### src/rtl/div_period_monitor.sv
// div_period_monitor: measures the period and high time of a divided clock
// sampled as a level in the clk domain, checks the period against
// EXP_PERIOD +/- TOL, and reports lock / sticky error status.
// Optional duty-cycle check is compiled in with DIV_PERIOD_MONITOR_DUTY_CHK_EN.
module div_period_monitor #(
  parameter int CNT_W      = 16,
  parameter int EXP_PERIOD = 20,
  parameter int TOL        = 0,
  parameter int LOCK_N     = 4
) (
  input  logic             clk,
  input  logic             rst,
  input  logic             en,
  input  logic             div_in,
  input  logic             err_clr,
  output logic [CNT_W-1:0] period,
  output logic [CNT_W-1:0] high_time,
  output logic             meas_valid,
  output logic             lock,
  output logic             err,
  output logic             err_duty
);

  localparam logic [1:0] S_IDLE = 2'd0;
  localparam logic [1:0] S_WAIT = 2'd1;
  localparam logic [1:0] S_MEAS = 2'd2;

  localparam logic [CNT_W-1:0] CNT_MAX = '1;

  // Window bounds; the lower bound never drops below one cycle.
  localparam int LO_I = (EXP_PERIOD - TOL < 1) ? 1 : (EXP_PERIOD - TOL);
  localparam int HI_I = EXP_PERIOD + TOL;
  localparam logic [CNT_W:0] LO_B = (CNT_W+1)'(LO_I);
  localparam logic [CNT_W:0] HI_B = (CNT_W+1)'(HI_I);

  localparam int GC_W = $clog2(LOCK_N + 1);
  localparam logic [GC_W-1:0] GC_MAX = GC_W'(LOCK_N);

  logic [1:0]       state;
  logic             div_d;
  logic [CNT_W-1:0] per_cnt;
  logic [CNT_W-1:0] hi_cnt;
  logic [GC_W-1:0]  good_cnt;

  logic             rise;
  logic             per_good;
  logic             duty_bad;
  logic [GC_W-1:0]  gc_next;

  // Edge detect, period window check and saturating good-period count.
  always_comb begin
    rise     = div_in & ~div_d;
    per_good = ({1'b0, per_cnt} >= LO_B) && ({1'b0, per_cnt} <= HI_B);
    gc_next  = (good_cnt == GC_MAX) ? GC_MAX : good_cnt + 1'b1;
  end

`ifdef DIV_PERIOD_MONITOR_DUTY_CHK_EN
  // A 50% duty cycle means the high time is exactly half the period.
  assign duty_bad = ({hi_cnt, 1'b0} != {1'b0, per_cnt});
`else
  assign duty_bad = 1'b0;
  assign err_duty = 1'b0;
`endif

  // Measurement FSM, counters, published results and status flags.
  always_ff @(posedge clk) begin
    if (rst) begin
      state      <= S_IDLE;
      div_d      <= 1'b0;
      per_cnt    <= '0;
      hi_cnt     <= '0;
      good_cnt   <= '0;
      period     <= '0;
      high_time  <= '0;
      meas_valid <= 1'b0;
      lock       <= 1'b0;
      err        <= 1'b0;
`ifdef DIV_PERIOD_MONITOR_DUTY_CHK_EN
      err_duty   <= 1'b0;
`endif
    end else begin
      div_d      <= div_in;
      meas_valid <= 1'b0;
      // Clear first; any set later in this block takes priority.
      if (err_clr) err <= 1'b0;
`ifdef DIV_PERIOD_MONITOR_DUTY_CHK_EN
      if (err_clr) err_duty <= 1'b0;
`endif
      if (!en) begin
        // Disabled: drop any partial measurement, keep last results and errors.
        state    <= S_IDLE;
        per_cnt  <= '0;
        hi_cnt   <= '0;
        good_cnt <= '0;
        lock     <= 1'b0;
      end else begin
        case (state)
          S_IDLE: state <= S_WAIT;
          S_WAIT: begin
            // First rise only arms; nothing to measure against yet.
            if (rise) begin
              per_cnt <= CNT_W'(1);
              hi_cnt  <= CNT_W'(1);
              state   <= S_MEAS;
            end
          end
          S_MEAS: begin
            if (rise) begin
              period     <= per_cnt;
              high_time  <= hi_cnt;
              meas_valid <= 1'b1;
              per_cnt    <= CNT_W'(1);
              hi_cnt     <= CNT_W'(1);
              if (!per_good) begin
                err      <= 1'b1;
                good_cnt <= '0;
                lock     <= 1'b0;
              end else if (duty_bad) begin
                good_cnt <= '0;
                lock     <= 1'b0;
              end else begin
                good_cnt <= gc_next;
                lock     <= (gc_next == GC_MAX);
              end
`ifdef DIV_PERIOD_MONITOR_DUTY_CHK_EN
              if (duty_bad) err_duty <= 1'b1;
`endif
            end else if (per_cnt == CNT_MAX) begin
              // Divider stalled: flag it and re-arm on the next edge.
              err      <= 1'b1;
              lock     <= 1'b0;
              good_cnt <= '0;
              state    <= S_WAIT;
            end else begin
              per_cnt <= per_cnt + 1'b1;
              if (div_in && (hi_cnt != CNT_MAX)) hi_cnt <= hi_cnt + 1'b1;
            end
          end
          default: state <= S_IDLE;
        endcase
      end
    end
  end

endmodule

### config.mk
export PLATFORM = sky130hd
export DESIGN_NAME = div_period_monitor
export DESIGN_NICKNAME = d
export VERILOG_FILES = /design/src/rtl/div_period_monitor.sv
export SDC_FILE = /design/constraint.sdc
export NUM_CORES = 1
export LEC_CHECK = 0
export ABC_AREA = 1
export BUFFER_PORTS_ARGS = -buffer_cell sky130_fd_sc_hd__buf_2
export CORE_UTILIZATION = 47
export DETAILED_ROUTE_END_ITERATION = 6
export PLACE_DENSITY = 0.73
export SETUP_SLACK_MARGIN = 0.4
export SYNTH_ARGS = -nofsm -noshare
export SYNTH_HDL_FRONTEND = slang
export SYNTH_SLANG_ARGS = --single-unit
### constraint.sdc
create_clock -name clk -period 2.1 [get_ports clk]
set_clock_uncertainty 0.05 [all_clocks]
set_input_delay 0.315 -clock clk [delete_from_list [all_inputs] [get_ports clk]]
set_output_delay 0.315 -clock clk [all_outputs]
set_load 0.005 [all_outputs]
==> out/qor.csv, run 1 <==
stage,metric,value,unit
run_status,status,completed,
setup_path,end_kind,flip-flop,
setup_path,worstSetupPathType,flip-flop to flip-flop,
timing,max_freq,567,MHz
timing,period_needed,1.76,ns
power_and_ir_drop,p_leak,1.87,nW
timing,drv_slew,0,
yosys,postSynthCellCount,511,
setup_path,path_max_fanout,6,
job,drv_cap,0,
yosys,yosys-top-cells-area,"dfxtp_1 40%, nand2_1 12%, nor2_1 8.5%",
setup_path,path_buf_inv,2,
clocking,clk_pin_slew,0.08,ns
clocking,cts_buffer_depth,2,
power_and_ir_drop,combPwrFrac,0.058,
grt,grt_start_max_net_pins,36,
clocking,cts_root_buf,clkbuf_8,
floorplanning,die_y,90.0,um
final_layout,nets,592,
final_layout,postLayoutCoreUtil,0.631,
timing,finalSetupViolCount,0,
clocking,clock_latency,0.35,ns
drt,final_antenna_net_count,0,
final_layout,fill_cells,613,
setup_path,cpPeakStageDelay,0.37,ns
final_layout,area_delta_synth_final,27.9,%
power_and_ir_drop,power.density,628,nW/um^2
drt,wl,9640,um
power_and_ir_drop,switchingPower,0.674,mW
power_and_ir_drop,clock_power_share,0.464,
setup_path,startpoint_type,flip-flop,
yosys,yosysSeqAreaShare,0.402,
setup_path,critPathTopFamily,simple AND/OR/NAND/NOR gates,
yosys,async_flop_share,0,
drt,firstDrtPassIters,5,
floorplanning,core-area,7370,um^2
timing,grt_setup_unrepaired,yes,
floorplanning,dieArea,8090,um^2
drt,vias_per_cell,5.41,
yosys,syn_area,3640,um^2
grt,grt_pass1_vias,3223,
drt,drt_iter0_markers,445,
final_layout,diodes,0,
drt,post_drt_wl_per_cell,14.0,um
clocking,ctsHoldBuffers,0,
power_and_ir_drop,swShare,0.231,
final_layout,drive_gt1_frac,0.290,
power_and_ir_drop,peakVddDrop,401,uV
power_and_ir_drop,power.internal,2.24,mW
yosys,post-synth-top-area-cell,dfxtp_1,
clocking,clkSinkCount,73,
setup_path,critPathArrivalTime,1.97,ns
clocking,cts_tree,done,
timing,fin_crit_sh,0.839,
grt,grt_pass1_wl,15600,um
grt,gr-total-overflow,0,
yosys,yosysWarnings,0,
drt,drc,0,
floorplanning,ios,41,
yosys,synthesis.nets,521,
floorplanning,initial_core_util,0.494,
power_and_ir_drop,seqPwrFrac,0.478,
yosys,ys_ff_latch,73,
setup_path,cp_slowest_cell,dfxtp_2,
floorplanning,die_x,90.0,um
timing,finalSetupTns,0,ns
grt,antenna_found_initial,0,
yosys,yosys.cell_types.count,38,
placement,port_buffers,39,
setup_path,worstPathRequired,2.31,ns
drt,vias,3710,
timing,hold_viol_final,0,
clocking,cts_made_buffers,9,
yosys,synthFlopType,dfxtp_1,
yosys,synth_edf_count,0,
placement,gp_congestion,0.874,
grt,track_usage,0.237,
yosys,synth.top_cell.area_share,0.402,
clocking,htree_levels,3,
floorplanning,rows,31,
yosys,syn_area_per_cell,7.12,um^2
min_path,hp-class,primary input to flip-flop,
placement,dp_hpwl,6150,um
setup_path,crit_chain,"ha_4, nand2_4, nor2_4, nand2_4, o21ai_4, nand3_4, buf_6, o211ai_1, nand2_1, nand2_1, inv_1",
-- flip-flops by register name (all words and copies together) (netlist names) --
signal,flops
per_cnt,16
div_d,1
hi_cnt,16
err,1
period,16
high_time,16
state,2
meas_valid,1
good_cnt,3
lock,1
-- layout make-up --
| class | instances | area, um^2 | share of cell area |
|---|---|---|---|
| clock inverter | 6 | 115 | 0.0248 |
| timing repair buffer | 79 | 539 | 0.116 |
| inverter | 51 | 208 | 0.0447 |
| multi-input combinational | 368 | 2060 | 0.442 |
| clock buffer | 10 | 128 | 0.0274 |
| sequential | 73 | 1480 | 0.318 |
| tap | 99 | 124 | 0.0266 |
-- power by group through the flow --
stage	sequential (mW)	clock, mW	combinational, mW
2_1_floorplan	1.43	0	0.0937
4_1_cts	1.40	1.36	0.144
3_3_place_gp	1.43	0	0.123
3_5_place_dp	1.43	0	0.124
6_report	1.40	1.35	0.169
5_1_grt	1.40	1.43	0.183
-- synth_stat cells (4+ instances only) --
master and instances:
o211ai_1 10, dfxtp_1 73, nor3_1 5, o21ai_0 13, nand2_1 117, xor2_1 6
a21oi_1 27, nor2_1 82, nand3_1 31, inv_1 46, ha_1 5, nor2_2 9
nand4_1 6, buf_4 4, buf_2 7, clkbuf_1 6, a211oi_1 23, nand2_2 7
-- metal layers --
layer | vias up | global-route usage | wire length (um)
met4 | 0 | 0.0968 | 206
li1 | 1817 | - | -
met2 | 164 | 0.362 | 4220
met3 | 29 | 0.0431 | 650
met5 | - | 0 | 0
met1 | 1700 | 0.331 | 4560
-- worst reg2reg max path, delay by kind of cell, from the launching register on --
kind,cells,cell delay (ns)
compound gates,2,0.27
fa+ha+maj,1,0.16
buf+inv,2,0.23
flops,1,0.37
simple gates,6,0.60
-- stage by stage --
step	std cells	cell area, um^2	power, mW	hold WS [ns]	setup WS [ns]
after floorplan	511	3640	1.52	0.378	0.417
after global placement	644	3960	1.55	0.395	0.177
after detailed placement	644	3960	1.55	0.402	0.107
after CTS	673	4410	2.90	0.158	0.392
after global routing	686	4650	3.01	0.196	0.288
final	686	4650	2.92	0.167	0.337
-- cell families after synthesis --
group,after synthesis,share of synthesized area
AOI/OAI and AO/OA,85,0.151
xor gates and xnor gates,6,0.0144
adders and majority gates,5,0.0172
buffers and inverters,72,0.0874
DFF,73,0.402
other,1,0.00103
and+or+nand+nor,269,0.327
-- path summary, 6_finish.rpt --
kind                            slack [ns]                endpoint  depth (start not counted)               startpoint
worst min register to register        0.41   state[0]$_SDFFE_PP0P_                          1    state[1]$_SDFFE_PP0P_
worst max register to register        0.34  hi_cnt[9]$_SDFFE_PP0P_                         11  per_cnt[0]$_SDFFE_PP0P_
worst min-delay path                  0.17          err$_SDFF_PP0_                          4                  err_clr
worst max-delay path                  0.34  hi_cnt[9]$_SDFFE_PP0P_                         11  per_cnt[0]$_SDFFE_PP0P_
-- layout by cell type, fill, tap and decap left out, types with 4 or more instances in the layout --
cell type	instances
o21ai_0	10
o211ai_1	10
o21ai_1	6
buf_4	35
nand2_4	4
nor2_4	11
nor2_1	76
nand4_1	6
inv_1	45
clkbuf_8	9
dfxtp_2	12
xor2_1	6
nand2_2	16
dfxtp_1	60
a211oi_1	22
nand3_1	30
buf_2	39
a21oi_1	26
nor2_2	7
nand2_1	105
a21oi_2	4
-- timing repair --
item | CTS | global route
gates cloned | 4 | 0
pin swaps | 8 | 21
buffers inserted | 9 | 13
resized for setup | 24 | 45
endpoints found under the setup margin | 66 | 65
No activity file was read; power rests on OpenSTA's default activity.
==> run 2: changes to the inputs <==
==> constraint.sdc (replaced) <==
create_clock -name clk -period 1.7 [get_ports clk]
set_clock_uncertainty 0.05 [all_clocks]
set_input_delay 0.255 -clock clk [delete_from_list [all_inputs] [get_ports clk]]
set_output_delay 0.255 -clock clk [all_outputs]
set_load 0.005 [all_outputs]
==> run 2 against run 1 <==
Effect of this change: worst hold slack got worse by 0.057 ns; register-to-register slack worse by 0.43 ns; via count rose by 10%; flip-flop and latch count unchanged; critical path type unchanged; the run now ends with setup timing left; largest power group unchanged; first-iteration DRC count down 4.3%; highest routed layer unchanged; clock power is 13% higher.
==> out/qor.csv, run 2 (same netlist as run 1, synthesis figures left out) <==
stage,metric,value,unit
run_status,status,"finished, violations left",
run_status,violations,setup timing,
job,drv_cap,0,
setup_path,path_max_fanout,5,
timing,finalSetupViolCount,14,
drt,vias_per_cell,5.65,
timing,worst_slew_pin_slew,0.547,ns
floorplanning,rows,31,
grt,grt_pass1_wl,16500,um
setup_path,worstPathRequired,1.89,ns
timing,fin_crit_sh,1.05,
clocking,cts_root_buf,clkbuf_8,
min_path,hp-class,primary input to flip-flop,
clocking,clock_latency,0.35,ns
final_layout,drive_gt1_frac,0.462,
drt,final_antenna_net_count,0,
grt,gr-total-overflow,0,
floorplanning,dieArea,8090,um^2
final_layout,area_delta_synth_final,49.6,%
timing,timing.slew.headroom,0.635,
clocking,clk_pin_slew,0.09,ns
drt,vias,4086,
final_layout,diodes,0,
timing,hold_viol_final,0,
placement,port_buffers,39,
floorplanning,die_y,90.0,um
clocking,clkSinkCount,73,
final_layout,mostFrequentLayoutCells,"93 x nand2_1, 66 x dfxtp_1, 63 x buf_4, 50 x nor2_1, 39 x buf_2",
timing,setup_slack,-0.0920,ns
timing,grt_setup_unrepaired,yes,
timing,whs,0.110,ns
placement,dp_slack,-0.0488,ns
grt,grt_start_max_net_pins,36,
floorplanning,die_x,90.0,um
grt,grt_pass1_vias,3409,
clocking,cts_buffer_depth,2,
setup_path,end_kind,flip-flop,
setup_path,critPathArrivalTime,1.98,ns
floorplanning,initial_core_util,0.494,
drt,firstDrtPassIters,5,
grt,antenna_found_initial,0,
placement,dp_hpwl,6870,um
clocking,htree_levels,3,
final_layout,postLayoutCoreUtil,0.738,
clocking,cts_tree,done,
power_and_ir_drop,p_leak,2.21,nW
floorplanning,core-area,7370,um^2
final_layout,nets,629,
setup_path,worstSetupPathType,flip-flop to flip-flop,
timing,finalSetupTns,-0.502,ns
floorplanning,ios,41,
drt,post_drt_wl_per_cell,16.7,um
power_and_ir_drop,peakVddDrop,450,uV
clocking,cts_made_buffers,9,
placement,gp_congestion,0.895,
final_layout,fill_cells,496,
grt,track_usage,0.255,
timing,period_needed,1.79,ns
setup_path,startpoint_type,flip-flop,
power_and_ir_drop,power.density,647,nW/um^2
min_path,min_path_cells,4,
drt,wl,12100,um
final_layout,final_common_cell,nand2_1,
setup_path,reg2regPathDepth,11,
drt,drc,0,
timing,max_freq,558,MHz
drt,drt_iter0_markers,426,
timing,drv_slew,0,
## run 2: changes by cell type in the layout (fill, tap and decap cells not counted), sizes merged
cell	before	now
inv	49	50
clkbuf	10	12
clkinvlp	2	1
bufinv	3	1
buf	79	110
nand2	126	127
clkinv	3	8
## run 2: stage by stage
step | power, mW | instance area, um^2 | cells
final | 3.52 | 5440 | 723
after global routing | 3.61 | 5440 | 723
after CTS | 3.45 | 4740 | 706
after detailed placement | 1.94 | 4290 | 676
after global placement | 1.94 | 4290 | 676
after floorplan | 1.89 | 3770 | 511
## run 2: power breakdown
| group | internal [mW] | switching [mW] | leakage, nW | total, mW |
|---|---|---|---|---|
| clock network | 0.813 | 0.719 | 0.111 | 1.53 |
| registers | 1.71 | 0.0105 | 0.593 | 1.72 |
| logic | 0.0985 | 0.168 | 1.50 | 0.266 |
## run 2: critical path, stage by stage, from the launching register on
cell and delay [ns]:
dfxtp_2 0.37, ha_4 0.15, nand2_4 0.05, nor2_4 0.13, nand2_4 0.09, o21ai_4 0.22
nand3_4 0.17, buf_6 0.19, nand2_4 0.06, nand2_1 0.05, o21ai_1 0.09, inv_1 0.06
## run 2: final timing paths
check	end	start	slack, ns
setup / recovery	per_cnt[11]$_SDFFE_PP0P_	per_cnt[1]$_SDFFE_PP0P_	-0.09
hold / removal	err$_SDFF_PP0_	err_clr	0.11
setup reg to reg	per_cnt[11]$_SDFFE_PP0P_	per_cnt[1]$_SDFFE_PP0P_	-0.09
hold reg to reg	state[0]$_SDFFE_PP0P_	state[1]$_SDFFE_PP0P_	0.41
## run 2: repair_timing
| action | in CTS | in global routing |
|---|---|---|
| setup endpoints to repair | 72 | 72 |
| pin swaps | 12 | 47 |
| setup buffers | 8 | 14 |
| resized for setup | 28 | 149 |
| hold buffers | 0 | 0 |
| gates cloned | 6 | 3 |
| hold endpoints to repair | 0 | 0 |
## run 2: per-layer routing
layer / global-route usage / wire, um / part of all wire / up-vias
met4: 0.105 / 464 / 0.038 / 0
met5: 0 / 0 / 0 / -
li1: - / - / - / 1885
met3: 0.0431 / 881 / 0.073 / 58
met1: 0.350 / 5080 / 0.42 / 1916
met2: 0.397 / 5680 / 0.47 / 227
## run 2: layout make-up
| class | count | area (um^2) | area share |
|---|---|---|---|
| clock buffer | 11 | 163 | 0.0299 |
| clock inverter | 5 | 60.1 | 0.0110 |
| multi-input combinational | 369 | 2540 | 0.467 |
| timing repair inverter | 4 | 78.8 | 0.0145 |
| timing repair buffer | 111 | 787 | 0.145 |
| inverter | 51 | 211 | 0.0389 |
| sequential | 73 | 1480 | 0.272 |
| tap | 99 | 124 | 0.0228 |
